**config.mk**
```make
export PLATFORM = sky130hd
export DESIGN_NAME = smg_disp_arbiter
export DESIGN_NICKNAME = d
export VERILOG_FILES = /design/src/rtl/smg_disp_arbiter.sv
export SDC_FILE = /design/constraint.sdc
export NUM_CORES = 1
export LEC_CHECK = 0
export CORE_AREA = 2 2 111 81
export DETAILED_ROUTE_END_ITERATION = 6
export DIE_AREA = 0 0 113 83
export PLACE_DENSITY = 0.77
export SLEW_MARGIN = 25
export SYNTH_ARGS = -nofsm -noshare
export SYNTH_HDL_FRONTEND = slang
export SYNTH_SLANG_ARGS = --single-unit
```
**constraint.sdc**
```tcl
create_clock -name clk -period 5.3 [get_ports clk]
set_input_delay 1.06 -clock clk [delete_from_list [all_inputs] [get_ports clk]]
set_output_delay 1.06 -clock clk [all_outputs]
set_load 0.05 [all_outputs]
```
**src/rtl/smg_disp_arbiter.sv**
```systemverilog
// Round-robin owner of the shared 4-digit display, with a blanking gap between owners.
// Grant 1 clock after req; data/unblank 1 clock after grant; no backpressure, req is level-held.
module smg_disp_arbiter #(
   parameter int CLK_IN      = 20_000_000,
   parameter int TICK_HZ     = 1_000,
   parameter int DWELL_TICKS = 2000,
   parameter int BLANK_TICKS = 50
) (
   input  logic        clk,
   input  logic        res_n,
   input  logic [3:0]  req,
   input  logic [63:0] src_data,
   input  logic        hold,
   output logic [3:0]  grant,
   output logic [1:0]  disp_src,
   output logic [15:0] disp_data,
   output logic        disp_blank,
   output logic        tick
);

   localparam int TICK_DIV   = (CLK_IN / TICK_HZ < 1) ? 1 : CLK_IN / TICK_HZ;
   localparam int TW         = $clog2(TICK_DIV + 1);
   localparam int CNT_MAX    = (DWELL_TICKS > BLANK_TICKS) ? DWELL_TICKS : BLANK_TICKS;
   localparam int CW         = $clog2(CNT_MAX + 1);
   localparam int BLANK_LAST = (BLANK_TICKS > 0) ? BLANK_TICKS - 1 : 0;

   typedef enum logic [1:0] {IDLE, SHOW, GAP} state_t;

   state_t      state, state_nxt;
   logic [TW-1:0] tick_cnt, tick_cnt_nxt;
   logic [CW-1:0] cnt, cnt_nxt;
   logic [1:0]  ptr, ptr_nxt, win, rr_idx, src_nxt;
   logic        win_vld, blank_nxt, gap_done;
   logic [3:0]  grant_nxt, others;
   logic [15:0] owner_val, clamped, data_nxt;

   assign tick_cnt_nxt = (tick_cnt == TW'(TICK_DIV - 1)) ? '0 : tick_cnt + TW'(1);

   // Registered so tick stays low in reset even when the divider is 1.
   always_ff @(posedge clk or negedge res_n) begin
      if (!res_n) begin
         tick_cnt <= '0;
         tick     <= 1'b0;
      end else begin
         tick_cnt <= tick_cnt_nxt;
         tick     <= (tick_cnt_nxt == TW'(TICK_DIV - 1));
      end
   end

   // Nearest requester after ptr wins; ptr itself has lowest priority.
   always_comb begin
      win     = ptr;
      win_vld = 1'b0;
      rr_idx  = ptr;
      for (int k = 4; k >= 1; k--) begin
         rr_idx = ptr + 2'(k);
         if (req[rr_idx]) begin
            win     = rr_idx;
            win_vld = 1'b1;
         end
      end
   end

   assign owner_val = src_data[{disp_src, 4'b0000} +: 16];
   assign clamped   = (owner_val > 16'd9999) ? 16'd9999 : owner_val;
   assign others    = req & ~(4'b0001 << disp_src);
   assign gap_done  = (BLANK_TICKS == 0) || (tick && (cnt == CW'(BLANK_LAST)));

   always_comb begin
      state_nxt = state;
      cnt_nxt   = cnt;
      ptr_nxt   = ptr;
      grant_nxt = grant;
      src_nxt   = disp_src;
      data_nxt  = disp_data;
      blank_nxt = disp_blank;
      case (state)
         IDLE: begin
            grant_nxt = 4'b0000;
            blank_nxt = 1'b1;
            if (win_vld) begin
               state_nxt = SHOW;
               grant_nxt = 4'b0001 << win;
               src_nxt   = win;
               ptr_nxt   = win;
               cnt_nxt   = '0;
            end
         end
         SHOW: begin
            data_nxt  = clamped;
            blank_nxt = 1'b0;
            if (!req[disp_src]) begin
               state_nxt = GAP;
               grant_nxt = 4'b0000;
               blank_nxt = 1'b1;
               cnt_nxt   = '0;
            end else if (tick) begin
               if (cnt == CW'(DWELL_TICKS - 1)) begin
                  cnt_nxt = '0;
                  if (!hold && (others != 4'b0000)) begin
                     state_nxt = GAP;
                     grant_nxt = 4'b0000;
                     blank_nxt = 1'b1;
                  end
               end else begin
                  cnt_nxt = cnt + CW'(1);
               end
            end
         end
         GAP: begin
            grant_nxt = 4'b0000;
            blank_nxt = 1'b1;
            if (gap_done) begin
               cnt_nxt = '0;
               if (win_vld) begin
                  state_nxt = SHOW;
                  grant_nxt = 4'b0001 << win;
                  src_nxt   = win;
                  ptr_nxt   = win;
               end else begin
                  state_nxt = IDLE;
               end
            end else if (tick) begin
               cnt_nxt = cnt + CW'(1);
            end
         end
         default: begin
            state_nxt = IDLE;
            grant_nxt = 4'b0000;
            blank_nxt = 1'b1;
         end
      endcase
   end

   always_ff @(posedge clk or negedge res_n) begin
      if (!res_n) begin
         state      <= IDLE;
         cnt        <= '0;
         ptr        <= 2'd3;
         grant      <= 4'b0000;
         disp_src   <= 2'd0;
         disp_data  <= 16'd0;
         disp_blank <= 1'b1;
      end else begin
         state      <= state_nxt;
         cnt        <= cnt_nxt;
         ptr        <= ptr_nxt;
         grant      <= grant_nxt;
         disp_src   <= src_nxt;
         disp_data  <= data_nxt;
         disp_blank <= blank_nxt;
      end
   end

endmodule

```
==> summary.md, run 1 <==
| Metric | Value |
|---|---|
| Status | finished with violations |
| Violated checks | DRC |
| Min-delay src | disp_data[8] |
| Arr. time, crit path | 2140 ps |
| Total clock buffers created by CTS | 5 |
| Routed wire per std cell | 16.1 um |
| Io pins | 95 |
| Final HPWL from detailed placement | 6170 um |
| Average instance area after synthesis | 10.8 sq um |
| Total grt overflow | 0 |
| Post-route non-filler standard cell count | 497 |
| Fraction of final layout cells with drive strength greater than 1 | 12.2% |
| CTS tree | yes |
| Dpl cells | 489 |
| Average via count per standard cell | 5.54 |
| Number of setup buffers added after CTS | 0 |
| Portion of the post-synthesis area used by sequential elements | 41.5% |
| Total routing resource utilization after global routing | 17.9% |
| Total of flip-flops plus latches after synthesis | 54 |
| Worst setup slack for register-to-register paths | 2700 ps |
| Internal Power | 1.09 mW |
| PostCTS Resize Cnt | 0 |
| Most used cells in the layout excluding fill and tap cells | sky130_fd_sc_hd__clkdlybuf4s50_1 (93), sky130_fd_sc_hd__dfrtp_1 (51), sky130_fd_sc_hd__nor2_1 (22), sky130_fd_sc_hd__nand2_1 (21), sky130_fd_sc_hd__mux4_2 (15) |
| Drc violations | 7 |
| Fmax | 0.312 GHz |
| Total wire length after detailed routing | 7990 um |
| Clock root cell | sky130_fd_sc_hd__clkbuf_16 |
| Sequential cell fraction of total power | 31.2% |
| Critical Path Start Type | flop |
| RSZ-0062 raised after global routing | false |
| Chip height | 83 um |
| Crit path buffers/inverters | 1 |
| Utilization of the core after routing | 53.2% |
| Leading register cell type out of synthesis | sky130_fd_sc_hd__dfrtp_1 |
| Number of flops mapped to enable cells by yosys | 0 |
| Via count of the first global-routing pass | 2716 |
| Synthesized netlist cell count | 303 |
| Clock Path Buffers | 2 |
| Period Utilization, post-route | 60.5% |
| Area of the placeable core | 8270 sq um |
| Layout overhead on the synthesized area | 34.9% |
| Final Skew | 3.32 ps |
| Die boundary width | 113 um |
| Max Cap Viol | 0 |
| Initial Utilization | 39.5% |
| Worst slew slack as a fraction of its limit | 42.4% |
| Post-CTS clock slew at the launch and capture registers of the worst setup and hold paths | 60 ps |
| Worst VDD drop | 0.164 mV |
| Largest delay contributor family on the critical path | buffers and inverters |
| Clock sink count | 54 |
| Net switching power of the design | 757 uW |
| Wire length of the first global-routing pass | 13700 um |
| Die area | 9380 sq um |
| Diodes inserted | 0 |
| Final hold slack | 500 ps |
| Cell Chain, Critical Path | clkdlybuf4s50_1 |
| Async S/R FF share, synth | 100% |
| Nets | 470 |
| Number of I/O port buffers | 94 |
| Endpoint of the worst hold-timing path | disp_data[8] |
| Synthesis Warnings | 0 |
| Number of setup violations in the final report | 0 |
| Worst hold path type | reg2reg |
| Library cells used by synthesis | 62 |
| Pin slew with the least headroom to its limit | 863 ps |
| LEAKAGE | 1.76 nW |
| Net switching share of the total power | 40.9% |
| Detail Route Antenna Nets | 0 |
| Combinational group share of total power | 51.8% |
| Required @ worst endpoint | 4240 ps |
| Post-layout total power | 1.85 mW |
| Later-pin clock latency in the skew report | 290 ps |
| Max-slew violation total from the final report | 0 |
| Depth of the worst register-to-register path | 5 |
| Part of the total power dissipated in the clock network | 16.9% |
| Number of cells traversed by the worst hold path | 1 |
| Number of placement rows | 28 |
| Highest cell delay on the worst timing path | 950 ps |
| Routed vias | 2752 |
| Setup tns final | 0 ps |
| Slowest CP cell | sky130_fd_sc_hd__clkdlybuf4s50_1 |
| Global placement routability congestion | 0.819 |
| Detailed router's first-iteration violation count | 127 |
| PD cells | 420 nW/um^2 |
| Critical setup path kind | reg2out |
| Endpoint of the worst-slack reg-to-reg timing path | cnt[8] |
| Number of antenna violations at the first check in global routing | 0 |
| Crit Reg-Reg Startpoint | disp_src[1] |
| Largest driver fanout on the critical path | 22 |
| Most common cell after layout, fill and taps aside | sky130_fd_sc_hd__clkdlybuf4s50_1 |
| Minimum clock period after layout | 3200 ps |
| Summed instance area of the synthesized netlist | 3260 sq um |
| Count of hold buffers inserted by post-cts repair | 0 |
| Total nets after synthesis | 382 |
| Endpoints failing hold | 0 |
| Pin count of the biggest net entering global routing | 55 |
| DRT Pass-1 Iters | 6 |
| Setup crit end kind | output pin |
| CTS H-tree depth | 2 |
-- power groups by stage --
stage,clock [mW],sequential [mW],combinational (mW)
after global routing,0.335,0.592,1.03
after floorplan,0,0.738,0.544
final,0.313,0.578,0.959
after CTS,0.321,0.578,0.965
after global placement,0,0.578,0.944
after detailed placement,0,0.585,0.964
-- logic make-up (layout without fill, tap and decap cells) --
| group | Yosys count | count (layout) | share of synthesized area [%] |
|---|---|---|---|
| and+or+nand+nor | 109 | 109 | 18.4 |
| adders and majority gates | 8 | 8 | 3.07 |
| DFF | 54 | 54 | 41.5 |
| xor gates and xnor gates | 13 | 13 | 3.49 |
| muxes | 25 | 25 | 13.7 |
| buffers and inverters | 26 | 115 | 3.91 |
| AOI/OAI and AO/OA | 68 | 68 | 16.0 |
-- Yosys cell counts (4+ instances only) --
| master | instances | area share, % |
|---|---|---|
| sky130_fd_sc_hd__o31ai_1 | 5 | 1.2 |
| sky130_fd_sc_hd__nand4_1 | 6 | 1.2 |
| sky130_fd_sc_hd__mux2_2 | 5 | 1.7 |
| sky130_fd_sc_hd__and2_1 | 5 | 0.96 |
| sky130_fd_sc_hd__clkbuf_1 | 4 | 0.46 |
| sky130_fd_sc_hd__nand2_1 | 21 | 2.4 |
| sky130_fd_sc_hd__a22o_1 | 6 | 1.6 |
| sky130_fd_sc_hd__nand2b_1 | 8 | 1.5 |
| sky130_fd_sc_hd__o32a_1 | 4 | 1.2 |
| sky130_fd_sc_hd__xnor2_1 | 7 | 1.9 |
| sky130_fd_sc_hd__nand3_1 | 8 | 1.2 |
| sky130_fd_sc_hd__a2bb2oi_1 | 5 | 1.3 |
| sky130_fd_sc_hd__xor2_1 | 6 | 1.6 |
| sky130_fd_sc_hd__inv_1 | 11 | 1.3 |
| sky130_fd_sc_hd__mux4_2 | 15 | 10 |
| sky130_fd_sc_hd__nor4_1 | 5 | 0.96 |
| sky130_fd_sc_hd__dfrtp_1 | 51 | 39 |
| sky130_fd_sc_hd__o22a_1 | 4 | 1.1 |
| sky130_fd_sc_hd__ha_1 | 8 | 3.1 |
| sky130_fd_sc_hd__a21oi_1 | 11 | 1.7 |
| sky130_fd_sc_hd__buf_2 | 5 | 0.77 |
| sky130_fd_sc_hd__nor3_1 | 8 | 1.2 |
| sky130_fd_sc_hd__nor2_1 | 22 | 2.5 |
| sky130_fd_sc_hd__o21ai_0 | 9 | 1.4 |
-- sequential cells by signal, summed over array words and instances, names as in the netlist --
name	count
disp_blank	1
state	2
tick_cnt	15
cnt	11
disp_data	16
ptr	2
tick	1
disp_src	2
grant	4
-- metal layers --
| metal | GRT usage [%] | routed length (um) |
|---|---|---|
| met1 | 25.9 | 3840 |
| met2 | 27.1 | 3560 |
| met3 | 3.28 | 437 |
| met4 | 5.99 | 148 |
| met5 | 0 | 0 |
-- how the worst max path moves through the flow --
stage	to	depth (start not counted)	start	slack [ps]
2_1_floorplan	cnt[8]	7	req[1]	2560
3_3_place_gp	cnt[0]	6	req[1]	1980
3_5_place_dp	cnt[9]	6	req[1]	1860
4_1_cts	disp_src[1]	1	disp_src[1]	2090
5_1_grt	cnt[0]	6	req[1]	1870
6_report	disp_src[1]	1	disp_src[1]	2100
-- through the flow --
stage / setup slack, ps / area, sq um
floorplan: 2560 / 3260
global placement: 1980 / 4260
detailed placement: 1860 / 4260
CTS: 2090 / 4400
global route: 1870 / 4400
finish: 2100 / 4400
-- layout make-up --
type / instances / area [sq um]
inverter: 11 / 41.3
timing repair buffer: 96 / 951
multi-input combinational: 223 / 1790
tap: 105 / 131
sequential: 54 / 1360
fill: 737 / 3870
clock buffer: 8 / 136
Power figures use the tool's default switching activity.
==> inputs of run 2 (changes only) <==
- PLACE_DENSITY: 0.77 -> 0.8
- clock period: 5.3 -> 2.7 ns (I/O delays scaled with it)
==> summary.md, run 2 (synthesis gave the netlist of run 1 again) <==
| Metric | Value |
|---|---|
| Violated checks | DRC (unchanged) |
| Initial Utilization | 39.5% (unchanged) |
| Register containing the most flip-flops in the final layout | disp_data (unchanged) |
| Io pins | 95 (unchanged) |
| Critical setup path kind | reg2reg (was reg2out) |
| Number of I/O port buffers | 94 (unchanged) |
| Total grt overflow | 0 (unchanged) |
| Post-CTS clock slew at the launch and capture registers of the worst setup and hold paths | 70 ps (was 60 ps) |
| DRT Pass-1 Iters | 7 (was 6) |
| PD cells | 832 nW/um^2 (was 420 nW/um^2) |
| Highest cell delay on the worst timing path | 500 ps (was 950 ps) |
| Detail Route Antenna Nets | 0 (unchanged) |
| Routed vias | 2875 (was 2752) |
| Clock Path Buffers | 2 (unchanged) |
| Status | finished with violations (unchanged) |
| Utilization of the core after routing | 54.3% (was 53.2%) |
| Final Skew | 7.34 ps (was 3.32 ps) |
| Routed wire per std cell | 16.3 um (was 16.1 um) |
| Fmax | 0.414 GHz |
| Largest driver fanout on the critical path | 10 (was 22) |
| CTS tree | yes (unchanged) |
| Clock root cell | sky130_fd_sc_hd__clkbuf_16 (unchanged) |
| Number of setup violations in the final report | 0 (unchanged) |
| Drc violations | 13 (was 7) |
| Setup crit end kind | flop (was output pin) |
| Number of setup buffers added after CTS | 0 (unchanged) |
| Layout overhead on the synthesized area | 37.7% (was 34.9%) |
| Nets | 482 (was 470) |
| Chip height | 83 um (unchanged) |
| Cell Chain, Critical Path | inv_1, ha_1, or4bb_1, o31ai_2, a21bo_2, buf_4, a2bb2oi_1, o31ai_1 (was clkdlybuf4s50_1) |
| Critical Path Start Type | flop (unchanged) |
| Clock sink count | 54 (unchanged) |
| Wire length of the first global-routing pass | 13600 um (was 13700 um) |
| Flip-flop count of the largest register after layout | 16 (unchanged) |
| Number of antenna violations at the first check in global routing | 0 (unchanged) |
| RSZ-0062 raised after global routing | false (unchanged) |
| Worst VDD drop | 0.351 mV (was 0.164 mV) |
| Final HPWL from detailed placement | 6480 um (was 6170 um) |
| Total routing resource utilization after global routing | 17.7% (was 17.9%) |
| Largest delay contributor family on the critical path | compound AO/OA/AOI/OAI gates (was buffers and inverters) |
| Detailed router's first-iteration violation count | 217 (was 127) |
| Via count of the first global-routing pass | 2779 (was 2716) |
| Total wire length after detailed routing | 8270 um (was 7990 um) |
| Minimum clock period after layout | 2420 ps |
| Slowest CP cell | sky130_fd_sc_hd__or4bb_1 (was sky130_fd_sc_hd__clkdlybuf4s50_1) |
| Setup tns final | 0 ps (unchanged) |
| Fraction of final layout cells with drive strength greater than 1 | 14.9% (was 12.2%) |
| Number of placement rows | 28 (unchanged) |
| Max-slew violation total from the final report | 0 (unchanged) |
| Total clock buffers created by CTS | 5 (unchanged) |
| Top flop regs | disp_data (16), tick_cnt (15), cnt (11) (unchanged) |
| Worst slew slack as a fraction of its limit | 63.0% (was 42.4%) |
| Count of hold buffers inserted by post-cts repair | 0 (unchanged) |
| Arr. time, crit path | 2580 ps (was 2140 ps) |
| Endpoints failing hold | 0 (unchanged) |
| Period Utilization, post-route | 89.5% |
| Later-pin clock latency in the skew report | 290 ps (about the same) |
| PostCTS Resize Cnt | 0 (unchanged) |
| Pin slew with the least headroom to its limit | 551 ps (was 863 ps) |
| Global placement routability congestion | 0.848 (was 0.819) |
| Pin count of the biggest net entering global routing | 21 (was 55) |
| Die area | 9380 sq um (unchanged) |
| Diodes inserted | 0 (unchanged) |
| Required @ worst endpoint | 2860 ps (was 4240 ps) |
| Area of the placeable core | 8270 sq um (unchanged) |
| CTS H-tree depth | 2 (unchanged) |
| Average via count per standard cell | 5.66 (was 5.54) |
| Die boundary width | 113 um (unchanged) |
| Final hold slack | 182 ps (was 500 ps) |
| Max Cap Viol | 0 (unchanged) |
| FF/Latch Area | 1360 sq um (unchanged) |
| Crit path buffers/inverters | 2 (was 1) |
| Multi-input logic area | 1780 sq um (was 1790 sq um) |
| LEAKAGE | 1.82 nW (was 1.76 nW) |
| Most used cells in the layout excluding fill and tap cells | sky130_fd_sc_hd__clkdlybuf4s50_1 (92), sky130_fd_sc_hd__dfrtp_1 (51), sky130_fd_sc_hd__nor2_1 (22), sky130_fd_sc_hd__nand2_1 (21), sky130_fd_sc_hd__mux4_2 (15) (was sky130_fd_sc_hd__clkdlybuf4s50_1 (93), sky130_fd_sc_hd__dfrtp_1 (51), sky130_fd_sc_hd__nor2_1 (22), sky130_fd_sc_hd__nand2_1 (21), sky130_fd_sc_hd__mux4_2 (15)) |
| Filler cell count | 702 (was 737) |
| Most common cell after layout, fill and taps aside | sky130_fd_sc_hd__clkdlybuf4s50_1 (unchanged) |
| Worst hold path type | in2async (was reg2reg) |
## run 2: routing by layer
metal	wire, um	GRT usage [%]	up-vias
li1	-	-	1349
met1	3670	24.0	1417
met2	3940	29.1	103
met3	604	4.01	6
met4	62	3.66	0
met5	0	0	-
## run 2: report_power, final
group	total [mW]	switching [mW]	internal, mW
clock network	0.608	0.268	0.340
registers	1.13	0.157	0.974
logic	2.00	1.11	0.894
total	3.74	1.53	2.21
## run 2: final cells by class
cell class / count / share of cell area, %
inverter: 11 / 0.919
clock buffer: 7 / 2.95
sequential: 54 / 30.2
tap: 105 / 2.92
multi-input combinational: 223 / 39.6
timing repair buffer: 108 / 23.4
## run 2: worst reg2reg max path, stage by stage (launching register included)
cell,delay [ps]
sky130_fd_sc_hd__dfrtp_1,410
sky130_fd_sc_hd__inv_1,80
sky130_fd_sc_hd__ha_1,190
sky130_fd_sc_hd__or4bb_1,500
sky130_fd_sc_hd__o31ai_2,420
sky130_fd_sc_hd__a21bo_2,210
sky130_fd_sc_hd__buf_4,160
sky130_fd_sc_hd__a2bb2oi_1,200
sky130_fd_sc_hd__o31ai_1,100
## run 2: per-stage QoR
| step | power [mW] | std cells | setup WS (ps) | instance area [sq um] |
|---|---|---|---|---|
| 2_1_floorplan | 2.52 | 303 | 298 | 3260 |
| 3_3_place_gp | 3.09 | 501 | 174 | 4360 |
| 3_5_place_dp | 3.14 | 501 | 114 | 4360 |
| 4_1_cts | 3.76 | 508 | 317 | 4490 |
| 5_1_grt | 3.95 | 508 | 178 | 4490 |
| 6_report | 3.74 | 508 | 284 | 4490 |
## run 2: final timing paths
| kind | cells after the start | slack (ps) | start | to |
|---|---|---|---|---|
| setup / recovery | 8 | 280 | cnt[1] | cnt[9] |
| hold / removal | 1 | 180 | res_n | cnt[9] |
| setup reg to reg | 8 | 280 | cnt[1] | cnt[9] |
| hold reg to reg | 1 | 490 | grant[1] | grant[1] |
| max in group asynchronous | 2 | 1900 | res_n | tick_cnt[1] |
| min in group clk | 1 | 490 | grant[1] | grant[1] |
